File: src/rtl/dram_ref_sched.sv
// rtl/dram_ref_sched.sv - DRAM refresh scheduler and FSB/refresh access arbiter
// Owed refreshes accumulate on an interval timer and are drained by CAS-before-RAS sequences.
module dram_ref_sched #(
    parameter int REF_PERIOD = 375,
    parameter int URG_THRESH = 2,
    parameter int MAX_PEND   = 4,
    parameter int TRAS       = 3,
    parameter int TRP        = 2
) (
    input  logic       CLK,
    input  logic       RES,
    input  logic       RAMReq,
    input  logic       RAMEnd,
    output logic       RAMGnt,
    output logic       RefCAS,
    output logic       RefRAS,
    output logic       RefBusy,
    output logic       RefReq,
    output logic       RefUrg,
    output logic [2:0] RefPend,
    output logic       RefOvf
);

    localparam int TW = (REF_PERIOD > 1) ? $clog2(REF_PERIOD) : 1;
    localparam int PW = $clog2(TRAS + TRP + 1);
    localparam logic [TW-1:0] TICK_LAST = TW'(REF_PERIOD - 1);
    localparam logic [PW-1:0] RAS_LAST  = PW'(TRAS - 1);
    localparam logic [PW-1:0] PRE_LAST  = PW'(TRP - 1);
    localparam logic [2:0]    PEND_MAX  = 3'(MAX_PEND);
    localparam logic [2:0]    PEND_URG  = 3'(URG_THRESH);

    typedef enum logic [2:0] {
        S_IDLE,
        S_RAM,
        S_RCAS,
        S_RRAS,
        S_RPRE
    } state_t;

    state_t        state_q, state_d;
    logic [TW-1:0] tick_cnt_q, tick_cnt_d;
    logic [PW-1:0] phase_q, phase_d;
    logic [2:0]    pend_q, pend_d;
    logic          ovf_q, ovf_d;
    logic          ram_gnt_q, ram_gnt_d;
    logic          ref_cas_q, ref_cas_d;
    logic          ref_ras_q, ref_ras_d;
    logic          ref_busy_q, ref_busy_d;
    logic          ref_req_q, ref_req_d;
    logic          ref_urg_q, ref_urg_d;
    logic          tick;
    logic          ref_done;

    assign tick     = (tick_cnt_q == TICK_LAST);
    assign ref_done = (state_q == S_RPRE) && (phase_q == PRE_LAST);

    always_ff @(posedge CLK) begin
        if (RES) begin
            state_q    <= S_IDLE;
            tick_cnt_q <= '0;
            phase_q    <= '0;
            pend_q     <= '0;
            ovf_q      <= 1'b0;
            ram_gnt_q  <= 1'b0;
            ref_cas_q  <= 1'b0;
            ref_ras_q  <= 1'b0;
            ref_busy_q <= 1'b0;
            ref_req_q  <= 1'b0;
            ref_urg_q  <= 1'b0;
        end else begin
            state_q    <= state_d;
            tick_cnt_q <= tick_cnt_d;
            phase_q    <= phase_d;
            pend_q     <= pend_d;
            ovf_q      <= ovf_d;
            ram_gnt_q  <= ram_gnt_d;
            ref_cas_q  <= ref_cas_d;
            ref_ras_q  <= ref_ras_d;
            ref_busy_q <= ref_busy_d;
            ref_req_q  <= ref_req_d;
            ref_urg_q  <= ref_urg_d;
        end
    end

    // A tick and a completed refresh in the same cycle cancel out, so no overflow either.
    always_comb begin
        tick_cnt_d = tick ? '0 : tick_cnt_q + TW'(1);
        pend_d     = pend_q;
        ovf_d      = ovf_q;
        if (tick && !ref_done) begin
            if (pend_q == PEND_MAX) begin
                ovf_d = 1'b1;
            end else begin
                pend_d = pend_q + 3'd1;
            end
        end else if (ref_done && !tick) begin
            pend_d = pend_q - 3'd1;
        end
    end

    always_comb begin
        state_d = state_q;
        phase_d = '0;
        case (state_q)
            S_IDLE: begin
                if (ref_urg_q) begin
                    state_d = S_RCAS;
                end else if (RAMReq) begin
                    state_d = S_RAM;
                end else if (ref_req_q) begin
                    state_d = S_RCAS;
                end
            end
            S_RAM: begin
                if (RAMEnd) begin
                    state_d = S_IDLE;
                end
            end
            S_RCAS: state_d = S_RRAS;
            S_RRAS: begin
                if (phase_q == RAS_LAST) begin
                    state_d = S_RPRE;
                end else begin
                    phase_d = phase_q + PW'(1);
                end
            end
            S_RPRE: begin
                if (phase_q == PRE_LAST) begin
                    state_d = S_IDLE;
                end else begin
                    phase_d = phase_q + PW'(1);
                end
            end
            default: state_d = S_IDLE;
        endcase
    end

    // Strobes are decoded from the next state so they appear registered with the state.
    always_comb begin
        ram_gnt_d  = (state_d == S_RAM);
        ref_cas_d  = (state_d == S_RCAS) || (state_d == S_RRAS);
        ref_ras_d  = (state_d == S_RRAS);
        ref_busy_d = (state_d == S_RCAS) || (state_d == S_RRAS) || (state_d == S_RPRE);
        ref_req_d  = (pend_d != 3'd0);
        ref_urg_d  = (pend_d >= PEND_URG);
    end

    assign RAMGnt  = ram_gnt_q;
    assign RefCAS  = ref_cas_q;
    assign RefRAS  = ref_ras_q;
    assign RefBusy = ref_busy_q;
    assign RefReq  = ref_req_q;
    assign RefUrg  = ref_urg_q;
    assign RefPend = pend_q;
    assign RefOvf  = ovf_q;

endmodule

File: config.mk
export PLATFORM = sky130hd
export DESIGN_NAME = dram_ref_sched
export DESIGN_NICKNAME = d
export VERILOG_FILES = /design/src/rtl/dram_ref_sched.sv
export SDC_FILE = /design/constraint.sdc
export NUM_CORES = 1
export LEC_CHECK = 0
export ABC_CLOCK_PERIOD_IN_PS = 5200
export CAP_MARGIN = 20
export CORE_MARGIN = 1
export CORE_UTILIZATION = 52
export DETAILED_ROUTE_END_ITERATION = 12
export DONT_BUFFER_PORTS = 1
export GPL_TIMING_DRIVEN = 0
export PLACE_DENSITY = 0.65
export SLEW_MARGIN = 20
export SYNTH_ARGS = -nofsm -noshare
export SYNTH_HDL_FRONTEND = slang
export SYNTH_SLANG_ARGS = --single-unit
File: constraint.sdc
create_clock -name CLK -period 5.2 [get_ports CLK]
set_clock_uncertainty 0.05 [all_clocks]
set_input_delay 1.04 -clock CLK [delete_from_list [all_inputs] [get_ports CLK]]
set_output_delay 1.04 -clock CLK [all_outputs]
set_load 0.02 [all_outputs]
==> results of run 1 <==
-- cell usage after synthesis, types with 2 or more instances --
library cell / n
ha_1: 5
and2_1: 2
nand3b_1: 2
nand2_1: 4
nor3_1: 2
nand3_1: 3
inv_1: 15
a21oi_1: 5
dfxtp_1: 25
xor2_1: 3
a2111oi_0: 2
or2_1: 2
nor2_1: 17
a211oi_1: 3
o21ai_0: 3
xnor2_1: 8
-- stage by stage --
stage | instances | worst slack [ns] | hold slack, ns | area, sq um
2_1_floorplan | 130 | 3.20 | 0.391 | 1210
3_3_place_gp | 158 | 3.02 | 0.412 | 1250
3_5_place_dp | 158 | 3.05 | 0.426 | 1250
4_1_cts | 162 | 3.21 | 0.457 | 1280
5_1_grt | 162 | 3.10 | 0.514 | 1280
6_report | 162 | 3.21 | 0.447 | 1280
-- routing by layer --
metal	wire (um)	up-vias	global-route usage (%)
met1	990	415	23.4
li1	-	459	-
met2	915	14	30.0
met4	33	0	10.2
met3	63	4	3.64
met5	0	-	0
-- cell families (layout without fill, tap and decap cells) --
family	count (synthesis)	after routing
compound gates	24	24
buf+inv	19	23
xor+xnor	11	11
simple gates	44	44
flops	25	25
fa+ha+maj	6	6
mux	1	1
-- sequential cells by signal, indices dropped and copies added (netlist names) --
| register | cells |
|---|---|
| tick_cnt_q | 9 |
| RAMGnt | 1 |
| RefUrg | 1 |
| RefReq | 1 |
| phase_q | 3 |
| RefOvf | 1 |
| RefPend | 3 |
| RefCAS | 1 |
| RefBusy | 1 |
| RefRAS | 1 |
| state_q | 3 |
-- power by group through the flow --
stage | Sequential, mW | Combinational [mW] | Clock (mW)
after floorplan | 0.226 | 0.0307 | 0
after global placement | 0.228 | 0.0352 | 0
after detailed placement | 0.229 | 0.0372 | 0
after CTS | 0.224 | 0.0380 | 0.0860
after global routing | 0.227 | 0.0432 | 0.0945
final | 0.224 | 0.0371 | 0.0835
-- final timing paths --
| check | end | slack (ns) | cells after the start |
|---|---|---|---|
| hold reg to reg | tick_cnt_q[0] | 0.45 | 1 |
| setup / recovery | RefReq | 3.21 | 7 |
| setup reg to reg | RefReq | 3.21 | 7 |
| hold / removal | tick_cnt_q[0] | 0.45 | 1 |
-- final cells by class --
cell class              instances  area (sq um)
plain buffers                   4          27.5
clock buffers                   3          22.5
clock inverters                 1          5.00
fillers                       219           935
inverters                      15          56.3
multi-input cells              86           631
flip-flops and latches         25           500
well taps                      28          35.0
==> flow_metrics.tcl, run 1 <==
set metrics [dict create \
    synth_fp_nets 139 \
    die_w_um 50.3 \
    syn_to_final_growth_pct 5.15 \
    switching_share_pct 27.6 \
    synth_top_area_share_pct 41.2 \
    crit_family "compound AO/OA/AOI/OAI gates" \
    ys_top_cells_by_area "dfxtp_1 (41%), xnor2_1 (5.8%), nor2_1 (5.3%)" \
    nets 144 \
    seq_area_frac_synth_pct 41.2 \
    slew-limit-headroom_pct 67.2 \
    synth_seq_cells 25 \
    clk_pin_slew_worst_paths_ns 0.13 \
    crit_chain "inv_1 > ha_1 > and2_1 > a2111oi_0 > a21oi_1 > xnor2_1 > o211ai_1" \
    cp_max_fo 3 \
    synth-compound-area-share_pct 16.1 \
    cp_num_buf_inv 1 \
    synth_top_family_by_area "simple AND/OR/NAND/NOR gates" \
    synth_area_sq_um 1210 \
    fin_crit_ns 1.99 \
    synth.largest_area_cell "dfxtp_1" \
    drt-pass1-iter-count 4 \
    synth-main-ff-cell "dfxtp_1" \
    ios 14 \
    worstSetupPathType "reg -> reg" \
    ir_worst_vdd_v 0.000197 \
    seqPwrFrac_pct 65.0 \
    muxShareOfSynthArea_pct 0.824 \
    worst_pin_slew_ns 0.480 \
    final_common_cell "dfxtp_1" \
    cpPeakStageDelay_ns 0.50 \
    drv_slew 0 \
    setup_tns_ns 0 \
    h-tree-depth 1 \
    startpoint_type "register" \
    hold_viol 0 \
    detail-route-antenna-nets 0 \
    clock_latency_ns 0.31 \
    power_per_cell_area_nw_per_um2 270 \
    antenna_found_initial 0 \
    synth.distinct_cells 45 \
    cts_tree "done" \
    post_cts_resized 0 \
    cts_setup_buffers 0 \
    grt_max_degree 15 \
    clock-sinks 25 \
    clockRootBuffer "clkbuf_4" \
    routed_wl_um 2000 \
    hold_buffers 0 \
    hold_start "tick_cnt_q[0]" \
    clkPwrFrac_pct 24.2 \
    start_util_pct 54.9 \
    status "finished clean" \
    numPortBuffers 0 \
    drc_errors 0 \
    switchingPower_mw 0.0952 \
    insertedDiodeCount 0 \
    via_per_inst 5.51 \
    die_area_sq_um 2530 \
    final_cell_mix "dfxtp_1 (25), nor2_1 (17), inv_1 (15)" \
    period_share_pct 38.3 \
    drive_above_1_share_pct 12.7 \
    async_reset_ff_share_pct 0 \
    cap_violations 0 \
    synth-simple-area-share_pct 21.0 \
    min_path_type "reg -> reg" \
    final_util_pct 57.7 \
    gr-total-overflow 0 \
    grt_pass1_vias 868 \
    startpoint "RefPend[0]" \
    max_freq_mhz 503 \
    grtUsageTotal_pct 18.7 \
    grt_setup_unrepaired "false" \
    leakagePower_nw 0.501 \
    synthAdderAreaFrac_pct 6.08 \
    finalSetupViolations 0 \
    place_congestion 0.736 \
    required_ns 5.35 \
    coreArea_sq_um 2210 \
    combPwrFrac_pct 10.8 \
    cts_buffers 3 \
    clockBufferDepth 2 \
    drtIter0Drc 12 \
    yosys_warnings 0 \
    row_count 17 \
    vias 892 \
    p_total_mw 0.345 \
    intPower_mw 0.249 \
    syn_area_per_cell_sq_um 9.35 \
    arrival_ns 2.14 \
    synth_xor_area_share_pct 7.93 \
    syn_inst 130 \
    die-height_um 50.3 \
    routedWlPerCell_um 12.4 \
    synth_edf_count 0 \
    r2r-start "RefPend[0]" \
    slowest_stage "dfxtp_1" \
    grt_pass1_wl_um 3550 \
    dp_hpwl_um 1540 \
    cp-end-kind "register" \
]
Note: power is estimated with default switching activity, not from simulation.
==> run 2: changes to the inputs <==
Settings changed: ABC_CLOCK_PERIOD_IN_PS 5200 to 1800, PLACE_DENSITY 0.65 to 0.68.
Clock period 5.2 ns to 1.8 ns, I/O delays scaled along.
==> flow_metrics.tcl, run 2 (same netlist as run 1, synthesis figures left out) <==
set metrics [dict create \
    p_total_mw 1.02 \
    ir_worst_vdd_v 0.000555 \
    clock-sinks 25 \
    clock_latency_ns 0.30 \
    max_freq_mhz 543 \
    stdcell_area_sq_um 1440 \
    crit_family "simple AND/OR/NAND/NOR gates" \
    startpoint "state_q[2]" \
    grt_pass1_vias 906 \
    place_area_sq_um 1250 \
    insertedDiodeCount 0 \
    start_util_pct 54.9 \
    cts_buffers 3 \
    grtUsageTotal_pct 20.0 \
    ios 14 \
    die-height_um 50.3 \
    drc_errors 0 \
    clockRootBuffer "clkbuf_4" \
    dp.cells 158 \
    die_area_sq_um 2530 \
    arrival_ns 2.03 \
    detail-route-antenna-nets 0 \
    worst_pin_slew_ns 0.482 \
    clk_pin_slew_worst_paths_ns 0.13 \
    place_congestion 0.761 \
    r2r-start "state_q[2]" \
    row_count 17 \
    finalSetupViolations 2 \
    timing.final.ws_setup_ns -0.0410 \
    period_share_pct 102 \
    place_ws_ns -0.141 \
    numPortBuffers 0 \
    failed_checks "setup timing" \
    grt_pass1_wl_um 3900 \
    h-tree-depth 1 \
    largest_reg_flops 9 \
    via_per_inst 5.37 \
    final_cell_mix "dfxtp_1 (20), nor2_1 (17), inv_1 (14)" \
    startpoint_type "register" \
    coreArea_sq_um 2210 \
    required_ns 1.99 \
    die_w_um 50.3 \
    syn_to_final_growth_pct 18.4 \
    layoutNonFillerInstCount 173 \
    vias 929 \
    cts_tree "done" \
    clockBufferDepth 2 \
    hold_start "RES" \
    antenna_found_initial 0 \
    cap_violations 0 \
    crit_chain "buf_6 > or3b_4 > nor3_4 > buf_4 > maj3_2 > o221ai_4 > o211ai_1" \
    cp_num_buf_inv 2 \
    gr-total-overflow 0 \
    routedWlPerCell_um 14.0 \
    grt_setup_unrepaired "true" \
    power_per_cell_area_nw_per_um2 710 \
    slowest_stage "or3b_4" \
    hold_viol 0 \
    cp-end-kind "register" \
    slew-limit-headroom_pct 67.8 \
    cpPeakStageDelay_ns 0.39 \
    leakagePower_nw 0.568 \
    routed_wl_um 2420 \
    final_common_cell "dfxtp_1" \
    worstSetupPathType "reg -> reg" \
    fin_crit_ns 1.84 \
    setup_tns_ns -0.0735 \
    cp_max_fo 6 \
    hold_buffers 0 \
    min_path_type "in -> reg" \
    drive_above_1_share_pct 26.2 \
    drtIter0Drc 8 \
    drv_slew 0 \
    status "finished, violations left" \
    largest-register "tick_cnt_q" \
    nets 155 \
    dp_hpwl_um 1550 \
    grt_max_degree 14 \
    drt-pass1-iter-count 4 \
]
run 2: changes by cell type in the layout (fill, tap and decap cells not counted), sizes merged:
cell	delta
buf	+11
clkbuf	+1
clkinv	-1
run 2: timing repair:
action / in CTS / in global routing
gates resized for setup: 9 / 12
buffers inserted: 4 / 7
cloned: 0 / 0
endpoints found under the setup margin: 6 / 6
pin swaps: 5 / 8
run 2: worst paths after layout:
path	end	slack, ns	cells after the start
worst max register to register	RefReq	-0.04	7
worst min-delay path	RefCAS	0.07	1
worst max-delay path	RefReq	-0.04	7
worst min register to register	tick_cnt_q[0]	0.49	2
run 2: cell type report:
| type | count | area [sq um] |
|---|---|---|
| buffer | 4 | 31.3 |
| tap | 28 | 35.0 |
| inverter | 15 | 56.3 |
| timing repair buffer | 11 | 86.3 |
| multi-input combinational | 86 | 697 |
| clock buffer | 4 | 26.3 |
| fill | 183 | 773 |
| sequential | 25 | 507 |
run 2: layer usage:
metal / vias up / track usage, % / routed length [um]
met5: - / 0 / 0
met2: 9 / 32.7 / 1200
met4: 0 / 8.80 / 16
met3: 2 / 3.33 / 44
met1: 444 / 25.8 / 1170
li1: 474 / - / -
run 2: power by group:
group / leakage [nW] / switching, mW / internal (mW)
Clock: 0.0150 / 0.154 / 0.0864
Combinational: 0.347 / 0.0725 / 0.0586
Sequential: 0.205 / 0.0592 / 0.591
run 2: stage by stage:
stage	hold slack (ns)	utilization, %
4_1_cts	0.0505	59.8
3_5_place_dp	0.395	56.5
5_1_grt	0.0447	65.0
2_1_floorplan	0.384	-
3_3_place_gp	0.392	56.5
6_report	0.0697	65.0
